$ cat src/rtl/clock_time_ctrl.sv
// Sequencer for a chained BCD HH:MM:SS (24 h) time-of-day counter.
// A prescaler produces a once-per-second advance; a button-driven mode
// machine lets the user set hours, then minutes.
module clock_time_ctrl #(
  parameter int unsigned TICK_DIV = 50_000_000
) (
  input  logic       clk,
  input  logic       rst,
  input  logic       run_en,
  input  logic       btn_mode,
  input  logic       btn_inc,
  output logic [3:0] sec_lo,
  output logic [3:0] sec_hi,
  output logic [3:0] min_lo,
  output logic [3:0] min_hi,
  output logic [3:0] hr_lo,
  output logic [3:0] hr_hi,
  output logic [1:0] mode,
  output logic       tick,
  output logic       day_co
);

  localparam int unsigned   PW       = (TICK_DIV > 2) ? $clog2(TICK_DIV) : 1;
  localparam logic [PW-1:0] PRE_LAST = PW'(TICK_DIV - 1);

  typedef enum logic [1:0] {
    RUN     = 2'd0,
    SET_HR  = 2'd1,
    SET_MIN = 2'd2
  } mode_e;

  mode_e         state_q, state_d;
  logic [PW-1:0] presc_q, presc_d;
  logic [3:0]    sec_lo_q, sec_lo_d, sec_hi_q, sec_hi_d;
  logic [3:0]    min_lo_q, min_lo_d, min_hi_q, min_hi_d;
  logic [3:0]    hr_lo_q, hr_lo_d, hr_hi_q, hr_hi_d;
  logic          tick_q, tick_d, day_co_q, day_co_d;

  logic pre_wrap, sec_wrap, min_wrap, hr_wrap;
  logic inc_min, inc_hr;

  assign pre_wrap = (presc_q == PRE_LAST);
  assign sec_wrap = (sec_hi_q == 4'd5) && (sec_lo_q == 4'd9);
  assign min_wrap = (min_hi_q == 4'd5) && (min_lo_q == 4'd9);
  assign hr_wrap  = (hr_hi_q == 4'd2) && (hr_lo_q == 4'd3);

  // Mode transitions, prescaler and the full digit carry chain.
  // Minute and hour increments are requested by either the running carry
  // chain or the set buttons, and applied by one shared update below.
  always_comb begin
    state_d  = state_q;
    presc_d  = presc_q;
    sec_lo_d = sec_lo_q;
    sec_hi_d = sec_hi_q;
    min_lo_d = min_lo_q;
    min_hi_d = min_hi_q;
    hr_lo_d  = hr_lo_q;
    hr_hi_d  = hr_hi_q;
    tick_d   = 1'b0;
    day_co_d = 1'b0;
    inc_min  = 1'b0;
    inc_hr   = 1'b0;

    case (state_q)
      RUN: begin
        if (btn_mode) state_d = SET_HR;
        if (run_en) begin
          if (pre_wrap) begin
            presc_d = '0;
            tick_d  = 1'b1;
            if (sec_lo_q != 4'd9) begin
              sec_lo_d = sec_lo_q + 4'd1;
            end else begin
              sec_lo_d = '0;
              sec_hi_d = (sec_hi_q == 4'd5) ? 4'd0 : sec_hi_q + 4'd1;
            end
            inc_min  = sec_wrap;
            inc_hr   = sec_wrap && min_wrap;
            day_co_d = sec_wrap && min_wrap && hr_wrap;
          end else begin
            presc_d = presc_q + 1'b1;
          end
        end
      end
      SET_HR: begin
        presc_d = '0;
        if (btn_mode)     state_d = SET_MIN;
        else if (btn_inc) inc_hr  = 1'b1;
      end
      SET_MIN: begin
        presc_d = '0;
        if (btn_mode) begin
          state_d  = RUN;
          sec_lo_d = '0;
          sec_hi_d = '0;
        end else if (btn_inc) begin
          inc_min = 1'b1;
        end
      end
      default: begin
        state_d = RUN;
        presc_d = '0;
      end
    endcase

    if (inc_min) begin
      if (min_lo_q != 4'd9) begin
        min_lo_d = min_lo_q + 4'd1;
      end else begin
        min_lo_d = '0;
        min_hi_d = (min_hi_q == 4'd5) ? 4'd0 : min_hi_q + 4'd1;
      end
    end

    if (inc_hr) begin
      if (hr_wrap) begin
        hr_lo_d = '0;
        hr_hi_d = '0;
      end else if (hr_lo_q == 4'd9) begin
        hr_lo_d = '0;
        hr_hi_d = hr_hi_q + 4'd1;
      end else begin
        hr_lo_d = hr_lo_q + 4'd1;
      end
    end
  end

  // State register; synchronous reset clears time, prescaler and mode.
  always_ff @(posedge clk) begin
    if (rst) begin
      state_q  <= RUN;
      presc_q  <= '0;
      sec_lo_q <= '0;
      sec_hi_q <= '0;
      min_lo_q <= '0;
      min_hi_q <= '0;
      hr_lo_q  <= '0;
      hr_hi_q  <= '0;
      tick_q   <= 1'b0;
      day_co_q <= 1'b0;
    end else begin
      state_q  <= state_d;
      presc_q  <= presc_d;
      sec_lo_q <= sec_lo_d;
      sec_hi_q <= sec_hi_d;
      min_lo_q <= min_lo_d;
      min_hi_q <= min_hi_d;
      hr_lo_q  <= hr_lo_d;
      hr_hi_q  <= hr_hi_d;
      tick_q   <= tick_d;
      day_co_q <= day_co_d;
    end
  end

  assign sec_lo = sec_lo_q;
  assign sec_hi = sec_hi_q;
  assign min_lo = min_lo_q;
  assign min_hi = min_hi_q;
  assign hr_lo  = hr_lo_q;
  assign hr_hi  = hr_hi_q;
  assign mode   = state_q;
  assign tick   = tick_q;
  assign day_co = day_co_q;

endmodule

$ cat config.mk
export PLATFORM = sky130hd
export DESIGN_NAME = clock_time_ctrl
export DESIGN_NICKNAME = d
export VERILOG_FILES = /design/src/rtl/clock_time_ctrl.sv
export SDC_FILE = /design/constraint.sdc
export NUM_CORES = 1
export LEC_CHECK = 0
export ABC_AREA = 1
export BUFFER_PORTS_ARGS = -buffer_cell sky130_fd_sc_hd__buf_2
export CELL_PAD_IN_SITES_DETAIL_PLACEMENT = 2
export CELL_PAD_IN_SITES_GLOBAL_PLACEMENT = 2
export CORE_ASPECT_RATIO = 1.1
export CORE_MARGIN = 4
export CORE_UTILIZATION = 33
export DETAILED_ROUTE_END_ITERATION = 8
export GPL_TIMING_DRIVEN = 0
export PLACE_DENSITY_LB_ADDON = 0.1
export SYNTH_ARGS = -nofsm -noshare
export SYNTH_HDL_FRONTEND = slang
export SYNTH_SLANG_ARGS = --single-unit
$ cat constraint.sdc
create_clock -name clk -period 2 [get_ports clk]
set_clock_uncertainty 0.2 [all_clocks]
set_input_delay 0.3 -clock clk [delete_from_list [all_inputs] [get_ports clk]]
set_output_delay 0.3 -clock clk [all_outputs]
set_load 0.005 [all_outputs]
==> results of run 1 <==
==> cells in the mapped netlist (2+ instances only) <==
library cell / number / area share (%)
nand2_1: 85 / 11
dfxtp_1: 54 / 36
nor2_1: 54 / 6.8
inv_1: 53 / 6.7
nand3_1: 44 / 7.4
a21oi_1: 32 / 5.4
nor3_1: 15 / 2.5
o21ai_0: 15 / 2.5
ha_1: 9 / 3.8
xor2_1: 9 / 2.6
nand4_1: 8 / 1.7
nor2_2: 5 / 1.0
nand2_2: 4 / 0.84
and3_1: 3 / 0.63
clkbuf_1: 3 / 0.38
inv_2: 3 / 0.38
nand2_4: 3 / 1.1
nand3b_1: 3 / 0.76
nor2_4: 3 / 1.1
o21ai_1: 3 / 0.50
or2_2: 3 / 0.63
xnor2_1: 3 / 0.88
a211oi_1: 2 / 0.50
a31oi_1: 2 / 0.42
o21a_1: 2 / 0.50
==> kinds of logic after synthesis <==
family          synth area share (%)
compound gates                  10.5
buf+inv                         8.48
xor+xnor                        3.53
fa+ha+maj                       3.78
flops                           36.3
simple gates                    37.5
==> per-stage QoR <==
| step | setup TNS [ns] | cell area, um^2 | std cells | power (uW) |
|---|---|---|---|---|
| after floorplan | 0 | 2980 | 430 | 1190 |
| after global placement | -0.637 | 3280 | 575 | 1240 |
| after detailed placement | -1.81 | 3280 | 575 | 1240 |
| after CTS | 0 | 3490 | 587 | 2160 |
| after global routing | -0.630 | 3730 | 603 | 2220 |
| final | 0 | 3730 | 603 | 2140 |
==> final timing paths <==
| path | cells after the start | slack, ns | endpoint | start |
|---|---|---|---|---|
| setup reg to reg | 10 | 0.06 | min_lo[0] | presc_q[1] |
| setup / recovery | 10 | 0.06 | min_lo[0] | presc_q[1] |
| hold / removal | 3 | 0.14 | presc_q[1] | run_en |
| hold reg to reg | 1 | 0.27 | presc_q[13] | presc_q[13] |
==> state kept, by name (all words and copies together) (netlist names) <==
signal / flops
tick: 1
hr_hi: 4
min_lo: 4
sec_lo: 4
day_co: 1
hr_lo: 4
sec_hi: 4
min_hi: 4
mode: 2
presc_q: 26
==> worst max-delay path: cells and delay by family (launching register included) <==
kind | cells | cell delay, ns
AOI/OAI and AO/OA | 2 | 0.25
adders and majority gates | 1 | 0.15
buffers and inverters | 1 | 0.14
DFF | 1 | 0.38
and+or+nand+nor | 6 | 0.73
==> power by group through the flow <==
| stage | sequential [uW] | clock, uW | combinational (uW) |
|---|---|---|---|
| floorplan | 1120 | 0 | 73.2 |
| detailed placement | 1120 | 0 | 121 |
| global route | 1100 | 963 | 160 |
| finish | 1100 | 900 | 140 |
| global placement | 1120 | 0 | 117 |
| CTS | 1100 | 928 | 131 |
==> per-layer routing <==
layer	share of wire, %	vias to the layer above	global-route usage (%)
met5	0	-	0
met4	0.87	0	3.80
met3	1.0	7	1.81
met2	54	21	35.8
met1	44	1494	21.2
li1	-	1511	-
==> repair_timing <==
item                       4_1_cts  5_1_grt
setup buffers                    3       15
resized for setup               12       37
setup endpoints to repair       34       36
hold endpoints to repair         1        0
hold buffers                     1        0
gates cloned                     0        1
pin swaps                        5       13
==> layout make-up <==
cell class | instances | area [um^2] | share of cell area, %
Timing Repair Buffer | 51 | 338 | 9.05
Clock buffer | 5 | 68.8 | 1.84
Buffer | 6 | 45.0 | 1.21
Clock inverter | 3 | 68.8 | 1.84
Inverter | 56 | 210 | 5.63
Sequential cell | 54 | 1110 | 29.7
Multi-Input combinational cell | 314 | 1750 | 46.9
Tap cell | 114 | 143 | 3.82
==> summary.md, run 1 <==
| Metric | Value |
|---|---|
| Crit end category | register |
| Crit Path Category | register to register |
| PortBufs | 31 |
| GRT Overall Usage | 18.3% |
| Netlist cell types | 35 |
| Worst Path Arrival | around 2 ns |
| Mean post-synth cell area | slightly below 7 um^2 |
| Share of post-route cells with drive strength above 1 | about 26% |
| H-tree depth | 2 |
| Hold Vio Cnt, Final | 0 |
| Final setup margin | roughly 0.06 ns |
| Critical-path cell list | ha_4 > nand2_4 > nor2_4 > nand2_4 > nor3_4 > nand3_1 > nand2_2 > buf_6 > o21ai_0 > a21oi_1 |
| Core Rows | 36 |
| Residual DRC count | 0 |
| Post-DRT Antenna Nets | 0 |
| Via count | between 3000 and 4000 |
| Synth warn | 0 |
| WL/cell | between 15 and 20 um |
| I/O pins | 33 |
| Max incr delay on CP | ~0.38 ns |
| Die Wd | between 90 and 100 um |
| Number of synthesized register bits | 54 |
| Chip Height | between 100 and 150 um |
| DP Worst Slack | -0.144 ns |
| Crit path top cell by count | nand2_4 |
| First-pass GRT wire length | 15900 um |
| Number of global-route vias before repair | 3287 |
| Switch Pwr | between 500 and 600 uW |
| Transition time at the pin with the least slew margin | 0.691 ns |
| RSZ-0062 raised after global routing | yes |
| Comb pwr share | between 6 and 7% |
| Sw frac | about a quarter |
| Cell count after synthesis | 430 |
| Fill cell count | 1068 |
| Worst Path Max Fanout | 10 |
| Clock Power Share | a little over two fifths |
| Max Transition Viols Final | 0 |
| Number of CTS-inserted buffers | 5 |
| GPL Wtd Cong | 0.764 |
| Post-DP HPWL | between 6000 and 7000 um |
| Post-synth top flop | dfxtp_1 |
| Count of final setup violators | 0 |
| Gr ovfl total | 0 |
| Fin crit period | 1.94 ns |
| Initial Util | roughly a third |
| Cell Pwr Density | about 570 mW/mm^2 |
| Post-Syn Nets | between 400 and 500 |
| # Max-Cap Violations | 0 |
| Fraction of registers with async set/reset | 0% |
| # diodes | 0 |
| Worst VDD drop | around 300 uV |
| Placeable Area | about 0.009 mm^2 |
| Post-synth EDFFs | 0 |
| Routed vias/inst | roughly 5 |
| Clock slew at reported path FFs | around 0.10 ns |
| CTS Sinks | 54 |
| Pint | approximately 1600 uW |
| Fmax | slightly above 500 MHz |
| Register area share after synthesis | 36.3% |
| Sequential power share | 51.3% |
| Clk Latency, worst-skew pair | between 0.3 and 0.4 ns |
| Most frequent cells in the layout | nand2_1 (81), inv_1 (52), nor2_1 (45) |
| Most common cell after layout, fill and taps aside | nand2_1 |
| Worst hold margin | approximately 0.14 ns |
| Final worst path period share | between 90% and 100% |
| Outcome | completed |
| Synthesized area | ~0.0030 mm^2 |
| Largest net degree at the start of global routing | 18 |
| Die area | approximately 0.011 mm^2 |
| HP Class | input pin to register |
| Worst slew margin | 53.9% |
| NumNets Final | about 500 |
| WL final | 9630 um |
| P&R area growth vs syn | 25.2% |
| CTS tree | yes |
| Worst Path Required | between 2 and 2.5 ns |
| Clk buf depth | 2 |
| Startpoint types | register |
| Initial antenna violation count | 0 |
| Root buffer cell | clkbuf_8 |
| Leak Pwr | about 0.0015 uW |
| Router iterations before antenna repair | 4 |
| Fin util | between 40 and 50% |
| Starting DRT DRC Count | 54 |
| Slowest CP cell | dfxtp_4 |
No activity file was read; power rests on OpenSTA's default activity.
==> inputs of run 2 (changes only) <==
==> constraint.sdc (replaced) <==
create_clock -name clk -period 2 [get_ports clk]
set_clock_uncertainty 0.2 [all_clocks]
set_input_delay 0.3 -clock clk [delete_from_list [all_inputs] [get_ports clk]]
set_output_delay 0.3 -clock clk [all_outputs]
set_load 0.05 [all_outputs]
==> summary.md, run 2 (same netlist as run 1, synthesis figures left out) <==
| Metric | Value |
|---|---|
| Worst VDD drop | 305 uV (+4.5%) |
| Transition time at the pin with the least slew margin | 0.661 ns (-0.0299 ns) |
| P&R area growth vs syn | 24.2% |
| Initial antenna violation count | 0 (unchanged) |
| GRT met3 Usage | 2.27% (+0.45 points) |
| # diodes | 0 (unchanged) |
| Count of final setup violators | 0 (unchanged) |
| Number of CTS-inserted buffers | 5 (unchanged) |
| Via count | 2988 (-1.5%) |
| Share of post-route cells with drive strength above 1 | 26.5% (+0.93 points) |
| Post-Place Cell Area | 0.00328 mm^2 (+0.19%) |
| Die area | 0.0106 mm^2 (unchanged) |
| Post-DP HPWL | 7070 um (+0.95%) |
| Worst Path Arrival | 1.95 ns (-0.03 ns) |
| First-pass GRT wire length | 15700 um (-0.83%) |
| Number of global-route vias before repair | 3237 (-1.5%) |
| CTS tree | yes |
| WL/cell | 15.7 um (-1.4%) |
| Area of the multi-input gates | 0.00178 mm^2 (+1.9%) |
| Clk buf depth | 2 (unchanged) |
| Routed vias/inst | 4.97 (-1.2%) |
| Fin crit period | 1.95 ns (+0.0129 ns) |
| Core Rows | 36 (unchanged) |
| NumNets Final | 502 (unchanged) |
| Post-DRT Antenna Nets | 0 (unchanged) |
| Placeable Area | 0.00883 mm^2 (unchanged) |
| Startpoint types | register |
| GR met1 Demand/Resource | 22.5% (+1.3 points) |
| Outcome | completed |
| Chip Height | 108 um (unchanged) |
| Residual DRC count | 0 (unchanged) |
| GRT Overall Usage | 18.1% (-0.15 points) |
| Leak Pwr | 0.00151 uW (-1.3%) |
| Starting DRT DRC Count | 70 (+30%) |
| Cell Pwr Density | 512 mW/mm^2 (-11%) |
| Largest reg by FF count | presc_q |
| Fin util | 41.9% (-0.34 points) |
| Worst Path Required | 2.00 ns (-0.04 ns) |
| Initial Util | 33.7% (unchanged) |
| I/O pins | 33 (unchanged) |
| Root buffer cell | clkbuf_8 |
| Die Wd | 98.6 um (unchanged) |
| Crit path capture | min_hi[0] |
| Final Cell Area | 0.00370 mm^2 (-0.80%) |
| Reg2reg start | presc_q[1] |
| # Max-Cap Violations | 0 (unchanged) |
| DP Worst Slack | -0.137 ns (+0.00678 ns) |
| Largest net degree at the start of global routing | 15 (-3) |
| Crit end category | register |
| Clk Latency, worst-skew pair | 0.31 ns (about the same) |
| WL final | 9460 um (-1.7%) |
| Reg2reg setup slack | 0.05 ns (about the same) |
| CTS Sinks | 54 (unchanged) |
| RSZ-0062 raised after global routing | yes |
| DP Cell Count | 575 (unchanged) |
| Final setup margin | 0.0469 ns (-0.0129 ns) |
| PortBufs | 31 (unchanged) |
| Gr ovfl total | 0 (unchanged) |
| Worst Path Max Fanout | 10 (unchanged) |
| H-tree depth | 2 (unchanged) |
| Busiest grt layer | met2 |
| Clock slew at reported path FFs | 0.10 ns (about the same) |
| GR Layer Usage met2 | 33.5% (-2.3 points) |
| Reg area | 0.00111 mm^2 (unchanged) |
| Worst slew margin | 55.6% (+1.7 points) |
| Largest register FFs | 26 (unchanged) |
| Final Power | 1900 uW (-11%) |
| Most common cell after layout, fill and taps aside | nand2_1 |
| Hold Vio Cnt, Final | 0 (unchanged) |
| Critical Path Source | presc_q[1] |
| Crit Path Category | register to register |
| Most frequent cells in the layout | nand2_1 (81), inv_1 (52), nor2_1 (43) |
| Post-Layout Cell Count | 601 (-0.33%) |
| R2r worst-path depth | 11 (+1) |
| HP Class | input pin to register |
| GPL Wtd Cong | 0.771 (+0.94%) |
| Router iterations before antenna repair | 4 (unchanged) |
| Max Transition Viols Final | 0 (unchanged) |
| R2r endpoint | min_hi[0] |
| Fill cell count | 1068 (unchanged) |
| Fmax | 512 MHz (-0.66%) |
| Final worst path period share | 97.7% (+0.64 points) |
[run 2: cell types whose count changed in the layout (fill, tap and decap cells not counted), sizes merged]
| cell | delta |
|---|---|
| buf | +1 |
| dlygate4sd3 | -1 |
| clkinv | -1 |
| bufinv | -2 |
| clkbuf | +1 |
[run 2: where the power goes]
group	leakage (uW)	switching (uW)	internal, uW	total, uW
clock network	0.0000431	364	269	633
logic	0.00102	116	49.4	166
registers	0.000445	13.8	1080	1100
total	0.00151	494	1400	1900
[run 2: worst max-delay path: stages (launching register included)]
cell	delay, ns
dfxtp_2	0.36
ha_4	0.15
nand2_4	0.06
nor2_4	0.14
nand2_4	0.08
nor3_4	0.23
nand3_1	0.12
nand2_2	0.12
buf_6	0.15
nand3_1	0.09
nand2_1	0.08
nor2_1	0.05
[run 2: layout make-up]
type | count | area share [%]
plain buffers | 6 | 1.22
clock buffers | 6 | 2.23
repair buffers | 51 | 8.92
inverters | 56 | 5.68
flip-flops and latches | 54 | 29.9
well taps | 114 | 3.85
multi-input cells | 314 | 48.2
[run 2: worst min path at each step]
| stage | from | to | slack [ns] | cells past startpoint |
|---|---|---|---|---|
| after CTS | btn_mode | mode[1] | 0.005 | 2 |
| after detailed placement | presc_q[11] | presc_q[11] | 0.28 | 2 |
| final | btn_mode | mode[1] | 0.01 | 2 |
| after floorplan | btn_mode | mode[1] | 0.19 | 1 |
| after global placement | presc_q[11] | presc_q[11] | 0.26 | 2 |
| after global routing | btn_mode | mode[1] | 0.01 | 2 |
[run 2: timing repair]
action,4_1_cts,5_1_grt
setup endpoints to repair,36,30
pin swaps,4,15
resized for setup,8,45
buffers inserted,3,16
hold buffers,0,0
gates cloned,0,1
[run 2: through the flow]
step / hold slack (ns) / TNS, ns
floorplan: 0.190 / 0
global placement: 0.257 / -0.637
detailed placement: 0.276 / -1.68
CTS: 0.00531 / 0
global route: 0.0133 / -0.784
finish: 0.0102 / 0
[run 2: layer usage]
metal,part of all wire (%),vias to the layer above,wire length (um)
li1,-,1504,-
met1,44,1450,4200
met2,53,27,5040
met3,1.4,7,136
met4,0.91,0,86
met5,0,-,0
==> inputs of run 3 (changes only) <==
--- a/config.mk
+++ b/config.mk
@@ -9,7 +9,7 @@
 export BUFFER_PORTS_ARGS = -buffer_cell sky130_fd_sc_hd__buf_2
 export CELL_PAD_IN_SITES_DETAIL_PLACEMENT = 2
 export CELL_PAD_IN_SITES_GLOBAL_PLACEMENT = 2
-export CORE_ASPECT_RATIO = 1.1
+export CORE_ASPECT_RATIO = 0.75
 export CORE_MARGIN = 4
 export CORE_UTILIZATION = 33
 export DETAILED_ROUTE_END_ITERATION = 8
==> summary.md, run 3 (same netlist as run 1, synthesis figures left out) <==
| Metric | Value |
|---|---|
| Met2 WL | 4720 um (-6.4%) |
| Largest net degree at the start of global routing | 16 (+1) |
| Most frequent cells in the layout | nand2_1 (79), inv_1 (52), nor2_1 (48) |
| Max Transition Viols Final | 0 (unchanged) |
| Routed vias/inst | 5.12 (+3.0%) |
| Post-DRT Antenna Nets | 0 (unchanged) |
| Startpoint types | register |
| Final worst path period share | 101% (+3.1 points) |
| First-pass GRT wire length | 16000 um (+1.8%) |
| Most common cell after layout, fill and taps aside | nand2_1 |
| PortBufs | 31 (unchanged) |
| Share of post-route cells with drive strength above 1 | 24.9% (-1.6 points) |
| Fin util | 43.0% (+1.0 points) |
| Post-Place Cell Area | 0.00328 mm^2 (-0.23%) |
| WL final | 10300 um (+8.7%) |
| Clk buf depth | 2 (unchanged) |
| Cell Pwr Density | 624 mW/mm^2 (+22%) |
| GRT Overall Usage | 18.4% (+0.28 points) |
| Routed wl met3 | 280 um (+110%) |
| Final setup margin | -0.0151 ns (-0.0620 ns) |
| Worst Path Required | 2.02 ns (+0.02 ns) |
| Largest register FFs | 26 (unchanged) |
| R2r worst-path depth | 10 (-1) |
| Largest reg by FF count | presc_q |
| Leak Pwr | 0.00149 uW (-1.1%) |
| # diodes | 0 (unchanged) |
| Clk Latency, worst-skew pair | 0.30 ns (about the same) |
| RSZ-0062 raised after global routing | yes |
| P&R area growth vs syn | 24.5% |
| Final Cell Area | 0.00371 mm^2 (+0.24%) |
| # Max-Cap Violations | 0 (unchanged) |
| NumNets Final | 492 (-2.0%) |
| Worst Path Max Fanout | 5 (-5) |
| I/O pins | 33 (unchanged) |
| Crit Path Category | register to register |
| Gr ovfl total | 0 (unchanged) |
| Die Wd | 118 um (+19%) |
| Chip Height | 90.3 um (-16%) |
| Count of final setup violators | 1 (+1) |
| Worst VDD drop | 278 uV (-9.0%) |
| Clock slew at reported path FFs | 0.08 ns (-0.02 ns) |
| Outcome | finished with violations |
| Transition time at the pin with the least slew margin | 0.745 ns (+0.0837 ns) |
| Residual DRC count | 0 (unchanged) |
| Worst Path Arrival | 2.03 ns (+0.08 ns) |
| Fin crit period | 2.02 ns (+0.0620 ns) |
| Root buffer cell | clkbuf_16 |
| Placeable Area | 0.00864 mm^2 (-2.2%) |
| Met1 Wirelength | 5140 um (+22%) |
| Number of global-route vias before repair | 3135 (-3.2%) |
| Fmax | 496 MHz (-3.1%) |
| GPL Wtd Cong | 0.821 (+6.4%) |
| Violated checks | negative setup slack |
| Core Rows | 29 (-19%) |
| Top Layer Used | met4 |
| Hold Vio Cnt, Final | 0 (unchanged) |
| Worst slew margin | 50.0% (-5.6 points) |
| Hold path cells | 2 (unchanged) |
| Post-CTS Hold Buffers | 0 (unchanged) |
| Post-DP HPWL | 7390 um (+4.6%) |
| WL/cell | 17.6 um (+12%) |
| Number of CTS-inserted buffers | 5 (unchanged) |
| CTS Sinks | 54 (unchanged) |
| HP Class | input pin to register |
| Initial antenna violation count | 0 (unchanged) |
| Total negative slack | -0.0151 ns (-0.0151 ns) |
| CTS tree | yes |
| H-tree depth | 2 (unchanged) |
| Die area | 0.0106 mm^2 (+0.13%) |
| Router iterations before antenna repair | 4 (unchanged) |
| Crit end category | register |
| Initial Util | 34.5% (+0.75 points) |
| Starting DRT DRC Count | 123 (+76%) |
| Via count | 3000 (+0.40%) |
==> run 3: cell count changes in the layout (fill, tap and decap cells not counted), moves of 5 or more <==
cell	change
buf_4	-10
nand3_2	+7
dfxtp_1	+6
clkbuf_16	+5
clkbuf_8	-5
dfxtp_2	-5
nand3_1	-5
nor2_1	+5
==> run 3: area by class of cell <==
| type | instances | area (um^2) |
|---|---|---|
| Inverter | 56 | 210 |
| Clock buffer | 6 | 139 |
| Multi-Input combinational cell | 314 | 1800 |
| Fill cell | 1010 | 4930 |
| Tap cell | 108 | 135 |
| Clock inverter | 1 | 30.0 |
| Timing Repair Buffer | 41 | 255 |
| Buffer | 6 | 45.0 |
| Sequential cell | 54 | 1100 |
==> run 3: final timing paths <==
path | from | end | slack, ns
max | presc_q[1] | min_lo[0] | -0.02
min | btn_mode | mode[1] | 0.05
max reg2reg | presc_q[1] | min_lo[0] | -0.02
min reg2reg | presc_q[11] | presc_q[11] | 0.28
==> run 3: where the power goes <==
part | internal, uW | switching, uW
Combinational | 43.5 | 120
Clock | 620 | 435
Sequential | 1080 | 13.8
==> run 3: repair_timing <==
action / 4_1_cts / 5_1_grt
endpoints found under the setup margin: 27 / 31
gates cloned: 0 / 2
gates resized for setup: 6 / 45
pin swaps: 2 / 21
buffers inserted: 2 / 6
==> run 3: per-stage QoR <==
stage | cells | hold slack, ns | setup slack (ns) | total power, uW
finish | 586 | 0.0504 | -0.0151 | 2320
global route | 586 | 0.0661 | -0.222 | 2400
CTS | 578 | 0.0486 | 0.00218 | 2310
detailed placement | 569 | 0.259 | -0.146 | 1270
global placement | 569 | 0.255 | -0.0855 | 1260
floorplan | 430 | 0.190 | 0.00807 | 1220
==> run 3: layer usage <==
layer / global-route usage, % / vias up
met5: 0 / -
met4: 4.49 / 0
met3: 3.38 / 14
met2: 29.0 / 40
met1: 26.0 / 1450
li1: - / 1496
==> run 3: critical path, stage by stage (launching register included) <==
cell	delay, ns
dfxtp_2	0.37
ha_4	0.16
nand2_4	0.06
nor2_4	0.14
nand2_4	0.08
nor3_4	0.23
nand3_1	0.12
nand2_2	0.15
buf_6	0.14
o21ai_1	0.07
a21oi_1	0.20
